$ cat config.mk
export PLATFORM = sky130hd
export DESIGN_NAME = seq_divider_flat
export DESIGN_NICKNAME = d
export VERILOG_FILES = /design/src/rtl/div_pkg.sv /design/src/rtl/seq_divider_if.sv /design/src/rtl/div_step.sv /design/src/rtl/seq_divider.sv /design/src/flat_wrapper.sv
export SDC_FILE = /design/constraint.sdc
export NUM_CORES = 1
export LEC_CHECK = 0
export ABC_AREA = 0
export ABC_CLOCK_PERIOD_IN_PS = 3320
export BUFFER_PORTS_ARGS = -buffer_cell sky130_fd_sc_hd__buf_4
export CORE_MARGIN = 1.5
export CORE_UTILIZATION = 46
export CTS_CLUSTER_DIAMETER = 50
export DETAILED_ROUTE_END_ITERATION = 6
export HOLD_SLACK_MARGIN = 0.12
export PLACE_DENSITY = 0.75
export SYNTH_ARGS = -nofsm -noshare
export SYNTH_HDL_FRONTEND = slang
export SYNTH_SLANG_ARGS = --single-unit
export TNS_END_PERCENT = 30
$ cat constraint.sdc
create_clock -name clk -period 3.32 [get_ports clk]
set_input_delay 0.332 -clock clk [delete_from_list [all_inputs] [get_ports clk]]
set_output_delay 0.332 -clock clk [all_outputs]
set_load 0.01 [all_outputs]
$ cat src/rtl/div_pkg.sv
// Shared types and sizing helpers for the iterative restoring divider.
package div_pkg;

  localparam int unsigned DIV_WIDTH_DEFAULT = 16;

  typedef enum logic {
    IDLE = 1'b0,
    CALC = 1'b1
  } state_e;

  // Iteration counter width; clamped so a 2-bit divider still gets a 1-bit counter.
  function automatic int unsigned div_cnt_width(input int unsigned width);
    return (width <= 2) ? 1 : $clog2(width);
  endfunction

endpackage : div_pkg

$ cat src/rtl/seq_divider_if.sv
// Start/busy/done handshake and operand/result bus of the sequential divider.
interface seq_divider_if
  import div_pkg::*;
#(
  parameter int unsigned WIDTH = DIV_WIDTH_DEFAULT
);

  logic             start;
  logic [WIDTH-1:0] dividend;
  logic [WIDTH-1:0] divisor;
  logic             busy;
  logic             done;
  logic [WIDTH-1:0] quotient;
  logic [WIDTH-1:0] remainder;
  logic             div_by_zero;

  modport master (
    output start, dividend, divisor,
    input  busy, done, quotient, remainder, div_by_zero
  );

  modport slave (
    input  start, dividend, divisor,
    output busy, done, quotient, remainder, div_by_zero
  );

endinterface : seq_divider_if

$ cat src/rtl/div_step.sv
// One restoring-division iteration: shift in a dividend bit, trial-subtract, restore on borrow.
module div_step
  import div_pkg::*;
#(
  parameter int unsigned WIDTH = DIV_WIDTH_DEFAULT
) (
  input  logic [WIDTH-1:0] rem_i,
  input  logic             bit_i,
  input  logic [WIDTH-1:0] divisor_i,
  output logic [WIDTH-1:0] rem_o,
  output logic             q_bit_o
);

  logic [WIDTH:0]   shifted;
  logic [WIDTH+1:0] trial;
  logic             borrow;

  // Extra top bit of the trial difference is the borrow-out of the WIDTH+1-bit subtract.
  always_comb begin
    shifted = {rem_i, bit_i};
    trial   = {1'b0, shifted} - {2'b00, divisor_i};
    borrow  = trial[WIDTH+1];
    q_bit_o = ~borrow;
    rem_o   = borrow ? shifted[WIDTH-1:0] : trial[WIDTH-1:0];
  end

endmodule : div_step

$ cat src/rtl/seq_divider.sv
// Iterative unsigned restoring divider; one quotient bit per clock with a start/busy/done handshake.
module seq_divider
  import div_pkg::*;
#(
  parameter int unsigned WIDTH = DIV_WIDTH_DEFAULT
) (
  input  logic         clk,
  input  logic         rst_n,
  seq_divider_if.slave bus
);

  localparam int unsigned CNT_W = div_cnt_width(WIDTH);

  state_e           state_q, state_d;
  logic [WIDTH-1:0] rem_q, rem_d;
  logic [WIDTH-1:0] shift_q, shift_d;
  logic [WIDTH-1:0] divisor_q, divisor_d;
  logic [WIDTH-1:0] quotient_q, quotient_d;
  logic [WIDTH-1:0] remainder_q, remainder_d;
  logic [CNT_W-1:0] cnt_q, cnt_d;
  logic             busy_q, busy_d;
  logic             done_q, done_d;
  logic             dbz_q, dbz_d;
  logic             dbz_pend_q, dbz_pend_d;

  logic [WIDTH-1:0] step_rem;
  logic             step_bit;

  div_step #(.WIDTH(WIDTH)) u_step (
    .rem_i     (rem_q),
    .bit_i     (shift_q[WIDTH-1]),
    .divisor_i (divisor_q),
    .rem_o     (step_rem),
    .q_bit_o   (step_bit)
  );

  always_ff @(posedge clk or negedge rst_n) begin
    if (!rst_n) begin
      state_q     <= IDLE;
      rem_q       <= '0;
      shift_q     <= '0;
      divisor_q   <= '0;
      quotient_q  <= '0;
      remainder_q <= '0;
      cnt_q       <= '0;
      busy_q      <= 1'b0;
      done_q      <= 1'b0;
      dbz_q       <= 1'b0;
      dbz_pend_q  <= 1'b0;
    end else begin
      state_q     <= state_d;
      rem_q       <= rem_d;
      shift_q     <= shift_d;
      divisor_q   <= divisor_d;
      quotient_q  <= quotient_d;
      remainder_q <= remainder_d;
      cnt_q       <= cnt_d;
      busy_q      <= busy_d;
      done_q      <= done_d;
      dbz_q       <= dbz_d;
      dbz_pend_q  <= dbz_pend_d;
    end
  end

  always_comb begin
    state_d = state_q;
    case (state_q)
      IDLE:    if (bus.start && (bus.divisor != '0)) state_d = CALC;
      CALC:    if (cnt_q == '0) state_d = IDLE;
      default: state_d = IDLE;
    endcase
  end

  // Datapath and output register updates; a zero divisor is resolved in IDLE one cycle later.
  always_comb begin
    rem_d       = rem_q;
    shift_d     = shift_q;
    divisor_d   = divisor_q;
    quotient_d  = quotient_q;
    remainder_d = remainder_q;
    cnt_d       = cnt_q;
    busy_d      = busy_q;
    done_d      = 1'b0;
    dbz_d       = dbz_q;
    dbz_pend_d  = 1'b0;

    case (state_q)
      IDLE: begin
        if (dbz_pend_q) begin
          done_d      = 1'b1;
          dbz_d       = 1'b1;
          quotient_d  = '1;
          remainder_d = shift_q;
        end
        if (bus.start) begin
          shift_d = bus.dividend;
          if (bus.divisor != '0) begin
            rem_d     = '0;
            divisor_d = bus.divisor;
            cnt_d     = CNT_W'(WIDTH - 1);
            busy_d    = 1'b1;
          end else begin
            dbz_pend_d = 1'b1;
          end
        end
      end
      CALC: begin
        rem_d   = step_rem;
        shift_d = {shift_q[WIDTH-2:0], step_bit};
        if (cnt_q == '0) begin
          quotient_d  = {shift_q[WIDTH-2:0], step_bit};
          remainder_d = step_rem;
          done_d      = 1'b1;
          dbz_d       = 1'b0;
          busy_d      = 1'b0;
        end else begin
          cnt_d = cnt_q - CNT_W'(1);
        end
      end
      default: ;
    endcase
  end

  assign bus.busy        = busy_q;
  assign bus.done        = done_q;
  assign bus.quotient    = quotient_q;
  assign bus.remainder   = remainder_q;
  assign bus.div_by_zero = dbz_q;

endmodule : seq_divider

$ cat src/flat_wrapper.sv
// flat-port wrapper written by rule: the top's interface ports become plain ports
module seq_divider_flat import div_pkg::*;
#(
  parameter int unsigned WIDTH = DIV_WIDTH_DEFAULT
)
  (clk, rst_n, bus_start, bus_dividend, bus_divisor, bus_busy, bus_done, bus_quotient, bus_remainder, bus_div_by_zero);
  seq_divider_if #(.WIDTH(WIDTH)) bus_i ();
  input  logic clk;
  input  logic rst_n;
  input wire logic [$bits(bus_i.start)-1:0] bus_start;
  input wire logic [$bits(bus_i.dividend)-1:0] bus_dividend;
  input wire logic [$bits(bus_i.divisor)-1:0] bus_divisor;
  output wire logic [$bits(bus_i.busy)-1:0] bus_busy;
  output wire logic [$bits(bus_i.done)-1:0] bus_done;
  output wire logic [$bits(bus_i.quotient)-1:0] bus_quotient;
  output wire logic [$bits(bus_i.remainder)-1:0] bus_remainder;
  output wire logic [$bits(bus_i.div_by_zero)-1:0] bus_div_by_zero;
  assign bus_i.start = bus_start;
  assign bus_i.dividend = bus_dividend;
  assign bus_i.divisor = bus_divisor;
  assign bus_busy = bus_i.busy;
  assign bus_done = bus_i.done;
  assign bus_quotient = bus_i.quotient;
  assign bus_remainder = bus_i.remainder;
  assign bus_div_by_zero = bus_i.div_by_zero;
  seq_divider #(.WIDTH(WIDTH)) u_core (.clk(clk), .rst_n(rst_n), .bus(bus_i));
endmodule
==> results of run 1 <==
-- layout make-up --
type | instances | share of cell area
Sequential cell | 89 | 0.4005
Clock inverter | 5 | 0.006751
Clock buffer | 11 | 0.02723
Inverter | 25 | 0.01688
Tap cell | 133 | 0.02993
Timing Repair Buffer | 78 | 0.1058
Multi-Input combinational cell | 361 | 0.4129
-- final timing paths --
path	endpoint	cells past startpoint	slack [ns]
max	u_core.bus.remainder[6]$_DFFE_PN0P_	7	0.64
min	u_core.divisor_q[6]$_DFFE_PN0P_	3	0.18
max reg2reg	u_core.bus.remainder[6]$_DFFE_PN0P_	7	0.64
min reg2reg	u_core.bus.busy$_DFFE_PN0P_	1	0.49
max in group asynchronous	u_core.bus.quotient[13]$_DFFE_PN0P_	3	2.00
min in group asynchronous	u_core.divisor_q[15]$_DFFE_PN0P_	2	0.55
-- flip-flops by register name, indices dropped and copies added (netlist names) --
signal and count:
u_core.divisor_q 16, u_core.dbz_pend_q 1, u_core.rem_q 16, u_core.bus.done 1, u_core.bus.remainder 16, u_core.shift_q 16
u_core.bus.busy 1, u_core.bus.div_by_zero 1, u_core.bus.quotient 16, u_core.cnt_q 4, u_core.state_q 1
-- metal layers --
layer,wire length [microns],vias up,GRT usage
li1,-,1896,-
met3,563,32,0.03446
met2,5711,121,0.3680
met1,5215,1929,0.3052
met5,0,-,0
met4,424,0,0.1250
-- tightest hold or removal path, cell delays in order --
cell and delay [ns]:
sky130_fd_sc_hd__buf_4 0.08, sky130_fd_sc_hd__nand2_1 0.04, sky130_fd_sc_hd__o21ai_0 0.06
-- synthesized netlist by cell type (2+ instances only) --
cell                       count
sky130_fd_sc_hd__o31ai_2       2
sky130_fd_sc_hd__a32oi_1       4
sky130_fd_sc_hd__nand3_1       7
sky130_fd_sc_hd__a21o_1        4
sky130_fd_sc_hd__mux2_4        3
sky130_fd_sc_hd__xor2_1        5
sky130_fd_sc_hd__o31ai_1       3
sky130_fd_sc_hd__o211ai_1      3
sky130_fd_sc_hd__a31oi_1       7
sky130_fd_sc_hd__a22o_2        3
sky130_fd_sc_hd__nand4_1       2
sky130_fd_sc_hd__o21ai_0      77
sky130_fd_sc_hd__nor4_1        5
sky130_fd_sc_hd__or3_1         2
sky130_fd_sc_hd__mux2i_1      19
sky130_fd_sc_hd__o22ai_1       2
sky130_fd_sc_hd__or4_1         2
sky130_fd_sc_hd__nand2b_1      5
sky130_fd_sc_hd__o211ai_2      2
sky130_fd_sc_hd__a221o_1       6
sky130_fd_sc_hd__clkbuf_1     22
sky130_fd_sc_hd__nand2_1      85
sky130_fd_sc_hd__dfrtp_1      89
sky130_fd_sc_hd__nor2b_1       7
sky130_fd_sc_hd__a21oi_1      17
sky130_fd_sc_hd__inv_1        25
sky130_fd_sc_hd__ha_1         17
sky130_fd_sc_hd__a21oi_2       2
sky130_fd_sc_hd__a22o_1        3
sky130_fd_sc_hd__and3_1        6
sky130_fd_sc_hd__nor2_1       23
sky130_fd_sc_hd__xnor2_1       8
sky130_fd_sc_hd__nor3_1        3
sky130_fd_sc_hd__o21a_1        3
sky130_fd_sc_hd__mux2_2        2
-- power groups by stage --
| stage | Sequential [W] | Combinational (W) | Clock [W] |
|---|---|---|---|
| after CTS | 0.00202 | 0.00394 | 0.000729 |
| after floorplan | 0.00200 | 0.00283 | 0 |
| after global placement | 0.00202 | 0.00378 | 0 |
| after global routing | 0.00209 | 0.00440 | 0.000769 |
| final | 0.00202 | 0.00396 | 0.000719 |
| after detailed placement | 0.00203 | 0.00390 | 0 |
-- timing repair --
action / CTS / global route
hold endpoints to repair: 49 / 0
hold buffers: 1 / 0
buffers inserted: 0 / 0
resized for setup: 0 / 0
endpoints found under the setup margin: 0 / 0
-- cell families (layout without fill, tap and decap cells) --
logic type	count (synthesis)	in the layout
buffers and inverters	50	119
flip-flops	89	89
adder cells (fa/ha/maj)	18	18
XOR/XNOR	13	13
AND/OR/NAND/NOR	154	154
AO/OA/AOI/OAI	152	152
multiplexers	24	24
-- through the flow --
stage / instance area [sq um] / setup slack [ns] / cells
after global routing: 5560 / 0.4990 / 702
after detailed placement: 5361 / 0.6701 / 685
after global placement: 5361 / 0.7950 / 685
final: 5560 / 0.6379 / 702
after CTS: 5560 / 0.6482 / 702
after floorplan: 4720 / 0.9870 / 500
==> flow_summary.json, run 1 <==
{
  "comb_power_share": 0.591,
  "die_area_sq_um": 10880,
  "post_synth_and_or_nand_nor_area_fraction": 0.1482,
  "regToRegStartpoint": "u_core.rem_q[11]$_DFFE_PN0P_",
  "synth_nets": 553,
  "proportion_of_synthesized_area_in_mux_cells": 0.05461,
  "boundaryPins": 70,
  "num_vias": 3978,
  "power_switching_w": 0.003009,
  "drt-vias-per-instance": 5.667,
  "antenna_cells_inserted": 0,
  "groute.usage.overall": 0.2317,
  "timing.final.crit_period_ns": 2.682,
  "yosysTopAreaCellShare": 0.4719,
  "grt_pass1_wl_microns": 20120,
  "setup-tns-final_ns": 0,
  "ys.flop_type": "sky130_fd_sc_hd__dfrtp_1",
  "placeableCoreArea_sq_um": 9864,
  "gp_congestion": 0.8867,
  "start_util": 0.4784,
  "critPathArrivalTime_ns": 2.93,
  "post_synth_fa_ha_maj_area_fraction": 0.04931,
  "cell_internal_power_dissipation_w": 0.003689,
  "grt_max_degree": 66,
  "cp_top_family": "compound AO/OA/AOI/OAI gates",
  "setup-violations-final": 0,
  "grt_antenna_before_repair": 0,
  "synth_area_leaders": "sky130_fd_sc_hd__dfrtp_1 (47%), sky130_fd_sc_hd__o21ai_0 (8.2%), sky130_fd_sc_hd__nand2_1 (6.8%)",
  "layout_common_cells": "sky130_fd_sc_hd__dfrtp_1 (89), sky130_fd_sc_hd__nand2_1 (85), sky130_fd_sc_hd__o21ai_0 (77), sky130_fd_sc_hd__buf_4 (77), sky130_fd_sc_hd__inv_1 (25)",
  "die_outline_height_microns": 104.3,
  "p_seq_frac": 0.302,
  "std_cell_rows": 36,
  "chipWidth_microns": 104.3,
  "fin_util": 0.5637,
  "syn_inst": 500,
  "clk_path_buf_depth": 2,
  "syn_to_layout_area_delta_pct": 17.82,
  "worst_skew_pair.late_latency_ns": 0.37,
  "post_route_cells_drive_above_1_share": 0.2021,
  "synth_top_area_cell": "sky130_fd_sc_hd__dfrtp_1",
  "clk_pin_slew_worst_paths_ns": 0.09,
  "synth_top_family_by_area": "compound AO/OA/AOI/OAI gates",
  "status": "complete, no violations",
  "period_share": 0.8079,
  "synth_xor_area_frac": 0.02413,
  "irDropWorstVdd_mv": 0.4608,
  "placed_wire_length_estimate_microns": 8535,
  "power_w": 0.006698,
  "cts.root.buffer_cell": "sky130_fd_sc_hd__clkbuf_8",
  "critPathKind": "reg2reg",
  "slowest_delay_ns": 0.47,
  "synthArstFlopShare": 1.000,
  "multi_input_area_sq_um": 2296,
  "via_count_of_the_first_global_routing_pass": 4030,
  "yosys_warnings": 0,
  "cp_cell_sequence": "ha_1, a21oi_4, o211ai_2, a311oi_4, nand2_4, mux2_4, a221o_1",
  "regArea_sq_um": 2227,
  "count_of_final_max_slew_check_failures": 0,
  "detailedRoute.firstIterationViolations": 317,
  "mappedNetlistArea_sq_um": 4720,
  "timing.hold.worst.class": "in2reg",
  "cp_data_required_time_ns": 3.57,
  "synth_cell_types": 60,
  "startpoint": "u_core.rem_q[11]$_DFFE_PN0P_",
  "pwr_density_cell_nw_per_um2": 1205,
  "skew_ns": 0.009936,
  "final-hold-violation-count": 0,
  "buffer_ports.inserted": 69,
  "holdWs_ns": 0.1799,
  "timing.hold.worst.start": "bus_divisor[6]",
  "fmax_ghz": 0.3728,
  "power.share.clock": 0.107,
  "ys_seq_elements": 89,
  "critical_path.slowest_cell": "sky130_fd_sc_hd__a311oi_4",
  "synth-compound-area-share": 0.2102,
  "max_cap_violations": 0,
  "route.detailed.drc": 0,
  "tightest_slew_ns": 1.046,
  "drt_wirelength_microns": 11910,
  "critical_path_buf_inv_count": 0,
  "average_instance_area_after_synthesis_sq_um": 9.439,
  "cts-buffers-inserted": 9,
  "routedWlPerCell_microns": 16.97,
  "drt-pass1-iter-count": 5,
  "critPathCaptureType": "flip-flop",
  "grt_setup_unrepaired": "false",
  "layout.filler_cells": 893,
  "synth_enable_flop_cells": 0,
  "timing.slew.headroom": 0.3028,
  "cp_max_fo": 14,
  "crit_path_start_kind": "flip-flop",
  "tritoncts": "built",
  "globalRouteOverflowTotal": 0,
  "layout.nets": 617,
  "final_antenna_net_count": 0,
  "clock-sinks": 89,
  "fraction_of_power_spent_switching_nets": 0.4492,
  "htree_levels": 3,
  "power_leakage_nw": 2.647,
  "sequential_area_share_after_synthesis": 0.4719,
  "final_common_cell": "sky130_fd_sc_hd__dfrtp_1"
}
Power figures use the tool's default switching activity.
==> inputs of run 2 (changes only) <==
--- a/config.mk
+++ b/config.mk
@@ -6,14 +6,14 @@
 export NUM_CORES = 1
 export LEC_CHECK = 0
 export ABC_AREA = 0
-export ABC_CLOCK_PERIOD_IN_PS = 3320
+export ABC_CLOCK_PERIOD_IN_PS = 2260
 export BUFFER_PORTS_ARGS = -buffer_cell sky130_fd_sc_hd__buf_4
 export CORE_MARGIN = 1.5
 export CORE_UTILIZATION = 46
 export CTS_CLUSTER_DIAMETER = 50
 export DETAILED_ROUTE_END_ITERATION = 6
 export HOLD_SLACK_MARGIN = 0.12
-export PLACE_DENSITY = 0.75
+export PLACE_DENSITY = 0.77
 export SYNTH_ARGS = -nofsm -noshare
 export SYNTH_HDL_FRONTEND = slang
 export SYNTH_SLANG_ARGS = --single-unit
==> constraint.sdc (replaced) <==
create_clock -name clk -period 2.26 [get_ports clk]
set_input_delay 0.226 -clock clk [delete_from_list [all_inputs] [get_ports clk]]
set_output_delay 0.226 -clock clk [all_outputs]
set_load 0.01 [all_outputs]
==> flow_summary.json, run 2 (synthesis results as in run 1) <==
{
  "cp_num_cells": 10,
  "via_count_of_the_first_global_routing_pass": 4457,
  "placed_wire_length_estimate_microns": 9283,
  "placed_cells_incl_taps": 716,
  "critPathCaptureType": "flip-flop",
  "drt-vias-per-instance": 5.765,
  "regToRegStartpoint": "u_core.shift_q[15]$_DFFE_PN0P_",
  "boundaryPins": 70,
  "tritoncts": "built",
  "layout.nets": 671,
  "route.detailed.drc": 0,
  "dpl-instance-area_sq_um": 5654,
  "timing.slew.headroom": 0.4596,
  "timing.hold.worst.start": "bus_dividend[0]",
  "irDropWorstVdd_mv": 0.7303,
  "cts-buffers-inserted": 9,
  "groute.usage.overall": 0.2500,
  "critical_path.slowest_cell": "sky130_fd_sc_hd__or4_1",
  "layout_common_cells": "sky130_fd_sc_hd__buf_4 (109), sky130_fd_sc_hd__dfrtp_1 (89), sky130_fd_sc_hd__nand2_1 (84)",
  "tightest_slew_ns": 0.8076,
  "placeableCoreArea_sq_um": 9864,
  "grt_setup_unrepaired": "true",
  "cp_cell_sequence": "inv_2, ha_4, fa_2, nor2b_2, o31a_1, nor2_2, o211ai_1, or4_1, and4b_4, o31ai_4",
  "critPathKind": "reg2reg",
  "ff2ff_path_depth": 10,
  "chipWidth_microns": 104.3,
  "status": "finished with violations",
  "critical_path_buf_inv_count": 1,
  "post-route-cell-area_sq_um": 6212,
  "std_cell_rows": 36,
  "grt_max_degree": 56,
  "power_leakage_nw": 2.934,
  "grt_pass1_wl_microns": 21760,
  "final-hold-violation-count": 0,
  "violations": "negative setup slack",
  "critPathArrivalTime_ns": 2.72,
  "pwr_density_cell_nw_per_um2": 1847,
  "cts.root.buffer_cell": "sky130_fd_sc_hd__clkbuf_8",
  "drt-pass1-iter-count": 5,
  "period_share": 1.077,
  "num_vias": 4358,
  "drt_wirelength_microns": 13290,
  "syn_to_layout_area_delta_pct": 31.63,
  "final_common_cell": "sky130_fd_sc_hd__buf_4",
  "detailedRoute.firstIterationViolations": 279,
  "cp_top_family": "simple AND/OR/NAND/NOR gates",
  "die_area_sq_um": 10880,
  "slowest_delay_ns": 0.41,
  "crit_path_start_kind": "flip-flop",
  "die_outline_height_microns": 104.3,
  "routedWlPerCell_microns": 17.58,
  "htree_levels": 3,
  "startpoint": "u_core.shift_q[15]$_DFFE_PN0P_",
  "max_cap_violations": 0,
  "setup-violations-final": 17,
  "final.setup.worst_slack_ns": -0.1738,
  "worst_skew_pair.late_latency_ns": 0.38,
  "clk_path_buf_depth": 2,
  "timing.final.crit_period_ns": 2.434,
  "timing.hold.worst_path_depth": 3,
  "timing.hold.worst.class": "in2reg",
  "cp_max_fo": 3,
  "gp_congestion": 0.8324,
  "globalRouteOverflowTotal": 0,
  "holdWs_ns": 0.1284,
  "start_util": 0.4784,
  "antenna_cells_inserted": 0,
  "count_of_final_max_slew_check_failures": 0,
  "instances_no_fill": 756,
  "clock-sinks": 89,
  "final_antenna_net_count": 0,
  "buffer_ports.inserted": 69,
  "grt_antenna_before_repair": 0,
  "cp_data_required_time_ns": 2.55,
  "skew_ns": 0.01219,
  "fmax_ghz": 0.4109,
  "clk_pin_slew_worst_paths_ns": 0.10,
  "post_route_cells_drive_above_1_share": 0.2873
}
## run 2: changes by cell type in the layout (fill, tap and decap cells not counted), moves of 3 or more
cell,delta
sky130_fd_sc_hd__o21ai_2,+3
sky130_fd_sc_hd__buf_4,+32
sky130_fd_sc_hd__nor2b_1,-3
sky130_fd_sc_hd__ha_1,-6
sky130_fd_sc_hd__ha_4,+5
sky130_fd_sc_hd__dlygate4sd3_1,+16
sky130_fd_sc_hd__o21ai_0,-11
sky130_fd_sc_hd__inv_1,-4
sky130_fd_sc_hd__inv_2,+4
sky130_fd_sc_hd__buf_6,+4
sky130_fd_sc_hd__o21ai_1,+8
## run 2: path summary, 6_finish.rpt
check | to | slack (ns)
min in group asynchronous | u_core.divisor_q[14]$_DFFE_PN0P_ | 0.35
worst max-delay path | u_core.bus.remainder[14]$_DFFE_PN0P_ | -0.17
worst min-delay path | u_core.shift_q[0]$_DFFE_PN0P_ | 0.13
worst min register to register | u_core.bus.busy$_DFFE_PN0P_ | 0.48
worst max register to register | u_core.bus.remainder[14]$_DFFE_PN0P_ | -0.17
max in group asynchronous | u_core.rem_q[5]$_DFFE_PN0P_ | 1.25
## run 2: worst min-delay path, stage by stage
cell and delay [ns]:
sky130_fd_sc_hd__buf_4 0.08, sky130_fd_sc_hd__a211oi_1 0.05, sky130_fd_sc_hd__a21oi_1 0.10
## run 2: layout make-up
type | count | area (sq um)
fill | 789 | 3652
multi-input combinational | 361 | 2474
sequential | 89 | 2227
timing repair buffer | 132 | 1069
tap | 133 | 166.4
clock buffer | 9 | 123.9
inverter | 25 | 93.84
clock inverter | 7 | 58.81
## run 2: report_power, final
part | leakage [nW] | switching [W] | internal [W]
registers | 1.07 | 0.000630 | 0.00239
clock network | 0.0929 | 0.000648 | 0.000421
logic | 1.77 | 0.00378 | 0.00360
total | 2.93 | 0.00506 | 0.00641
## run 2: through the flow
step | power, W | utilization | TNS [ns] | worst slack (ns)
6_report | 0.01147 | 0.6298 | -1.170 | -0.1738
5_1_grt | 0.01230 | 0.6298 | -3.498 | -0.2733
3_3_place_gp | 0.009222 | 0.5732 | -0.1906 | -0.05976
4_1_cts | 0.01085 | 0.6150 | -0.5582 | -0.1049
3_5_place_dp | 0.009481 | 0.5732 | -1.906 | -0.2252
2_1_floorplan | 0.007227 | - | -0.007962 | -0.002660
## run 2: layer usage
layer / part of all wire / global-route usage / routed length [microns] / vias up
met5: 0 / 0 / 0 / -
met4: 0.039 / 0.1349 / 522 / 0
met3: 0.059 / 0.03947 / 779 / 40
met2: 0.49 / 0.4117 / 6476 / 176
met1: 0.41 / 0.3151 / 5512 / 2140
li1: - / - / - / 2002
## run 2: repair_timing
action / in CTS / in global routing
cloned: 0 / 0
buffers inserted: 2 / 5
hold buffers: 17 / 0
endpoints found under the setup margin: 27 / 32
resized for setup: 18 / 29
pin swaps: 8 / 16
hold endpoints to repair: 50 / 0
==> inputs of run 3 (changes only) <==
--- a/config.mk
+++ b/config.mk
@@ -13,7 +13,9 @@
 export CTS_CLUSTER_DIAMETER = 50
 export DETAILED_ROUTE_END_ITERATION = 6
 export HOLD_SLACK_MARGIN = 0.12
+export MAX_ROUTING_LAYER = met4
 export PLACE_DENSITY = 0.77
+export SKIP_LAST_GASP = 1
 export SYNTH_ARGS = -nofsm -noshare
 export SYNTH_HDL_FRONTEND = slang
 export SYNTH_SLANG_ARGS = --single-unit
==> flow_summary.json, run 3 (synthesis results as in run 1) <==
{
  "status": "finished with violations",
  "violations": "negative setup slack",
  "period_share": 1.036,
  "clk_path_buf_depth": 2,
  "groute.usage.overall": 0.2535,
  "tritoncts": "built",
  "layout.nets": 675,
  "critPathCaptureType": "flip-flop",
  "max_cap_violations": 0,
  "antenna_cells_inserted": 0,
  "num_vias": 4370,
  "clock-sinks": 89,
  "globalRouteOverflowTotal": 0,
  "cts.root.buffer_cell": "sky130_fd_sc_hd__clkbuf_8",
  "syn_to_layout_area_delta_pct": 34.20,
  "chipWidth_microns": 104.3,
  "cp_num_cells": 10,
  "dpl-instance-area_sq_um": 5662,
  "final_antenna_net_count": 0,
  "buffer_ports.inserted": 69,
  "worst_skew_pair.late_latency_ns": 0.38,
  "cp_cell_sequence": "inv_2, ha_4, fa_2, nor2b_2, o31a_1, o21ai_1, nor2b_4, xnor2_1, mux2_4, a221o_1",
  "critPathArrivalTime_ns": 2.61,
  "worst-r2r-setup-slack_ns": -0.08,
  "routedWlPerCell_microns": 17.92,
  "setup-violations-final": 10,
  "final.setup.worst_slack_ns": -0.08098,
  "post_route_cells_drive_above_1_share": 0.3078,
  "timing.hold.worst.class": "in2reg",
  "worstSetupEndpoint": "u_core.bus.remainder[6]$_DFFE_PN0P_",
  "regToRegStartpoint": "u_core.shift_q[15]$_DFFE_PN0P_",
  "grt_antenna_before_repair": 0,
  "crit_path_start_kind": "flip-flop",
  "grt_max_degree": 47,
  "gp_congestion": 0.8413,
  "layout_common_cells": "sky130_fd_sc_hd__buf_4 (113), sky130_fd_sc_hd__dfrtp_1 (88), sky130_fd_sc_hd__nand2_1 (84)",
  "timing.final.crit_period_ns": 2.341,
  "timing.slew.headroom": 0.5910,
  "std_cell_rows": 36,
  "fin_util": 0.6421,
  "placed_wire_length_estimate_microns": 9198,
  "boundaryPins": 70,
  "cts-buffers-inserted": 9,
  "cp_data_required_time_ns": 2.53,
  "grt_setup_unrepaired": "true",
  "startpoint": "u_core.shift_q[15]$_DFFE_PN0P_",
  "detailedRoute.firstIterationViolations": 358,
  "ff2ff_path_depth": 10,
  "slowest_delay_ns": 0.40,
  "drt-pass1-iter-count": 5,
  "htree_levels": 3,
  "count_of_final_max_slew_check_failures": 0,
  "skew_ns": 0.01527,
  "grt_pass1_wl_microns": 21400,
  "die_outline_height_microns": 104.3,
  "drt_wirelength_microns": 13620,
  "final_common_cell": "sky130_fd_sc_hd__buf_4",
  "placeableCoreArea_sq_um": 9864,
  "setup-tns-final_ns": -0.3793,
  "via_count_of_the_first_global_routing_pass": 4366,
  "clk_pin_slew_worst_paths_ns": 0.10,
  "power_leakage_nw": 2.969,
  "irDropWorstVdd_mv": 0.6907,
  "critical_path_buf_inv_count": 1,
  "fmax_ghz": 0.4272,
  "pwr_density_cell_nw_per_um2": 1858,
  "start_util": 0.4784,
  "cp_max_fo": 3,
  "die_area_sq_um": 10880,
  "reg2reg_to": "u_core.bus.remainder[6]$_DFFE_PN0P_",
  "post-route-cell-area_sq_um": 6334,
  "route.detailed.drc": 0,
  "final-hold-violation-count": 0,
  "drt-vias-per-instance": 5.750,
  "critical_path.slowest_cell": "sky130_fd_sc_hd__dfrtp_1",
  "tightest_slew_ns": 0.6135,
  "critPathKind": "reg2reg",
  "cp_top_family": "compound AO/OA/AOI/OAI gates"
}
==> run 3: cell types whose count changed in the layout (fill, tap and decap cells not counted), sizes merged <==
cell	before	now
bufinv	0	1
inv	30	27
clkinvlp	1	0
buf	115	119
clkinv	1	2
clkbuf	9	11
==> run 3: final cells by class <==
cell class / count / area [sq um]
sequential: 89 / 2228
tap: 133 / 166.4
multi-input combinational: 361 / 2547
clock buffer: 11 / 141.4
inverter: 25 / 93.84
timing repair buffer: 136 / 1095
clock inverter: 5 / 61.31
fill: 735 / 3531
==> run 3: worst min path at each step <==
stage	start	end	slack [ns]	depth (start not counted)
floorplan	rst_n	u_core.bus.busy$_DFFE_PN0P_	-0.07	0
global placement	rst_n	u_core.bus.busy$_DFFE_PN0P_	0.27	1
detailed placement	rst_n	u_core.bus.busy$_DFFE_PN0P_	0.28	1
CTS	bus_dividend[0]	u_core.shift_q[0]$_DFFE_PN0P_	0.13	3
global route	bus_dividend[14]	u_core.shift_q[14]$_DFFE_PN0P_	0.14	3
finish	bus_dividend[8]	u_core.shift_q[8]$_DFFE_PN0P_	0.13	3
==> run 3: worst min-delay path, cell delays in order <==
cell and delay, ns:
sky130_fd_sc_hd__buf_4 0.08, sky130_fd_sc_hd__mux2i_1 0.06, sky130_fd_sc_hd__o21ai_0 0.13
==> run 3: where the power goes <==
group	switching [W]	internal [W]
registers	0.000657	0.00240
clock network	0.000628	0.000551
logic	0.00386	0.00367
total	0.00515	0.00662
==> run 3: per-layer routing <==
metal  part of all wire  track usage
met1               0.42       0.3197
met2               0.50       0.4008
met3              0.049      0.03885
met4              0.031       0.1200
met5                  0            -
==> run 3: per-stage QoR <==
step                hold WS [ns]  instances  total power (W)  setup WS (ns)
floorplan               -0.06959        500         0.007227      -0.002660
global placement          0.2694        717         0.009223       -0.06155
detailed placement        0.2836        717         0.009463        -0.1203
CTS                       0.1268        756          0.01094       -0.07616
global route              0.1433        760          0.01255        -0.1750
finish                    0.1336        760          0.01177       -0.08098
==> run 3: what timing repair did <==
item / 4_1_cts / 5_1_grt
endpoints found under the setup margin: 29 / 50
endpoints found under the hold margin: 61 / 0
hold buffers: 17 / 0
resized for setup: 18 / 38
pin swaps: 15 / 16
buffers inserted: 6 / 4
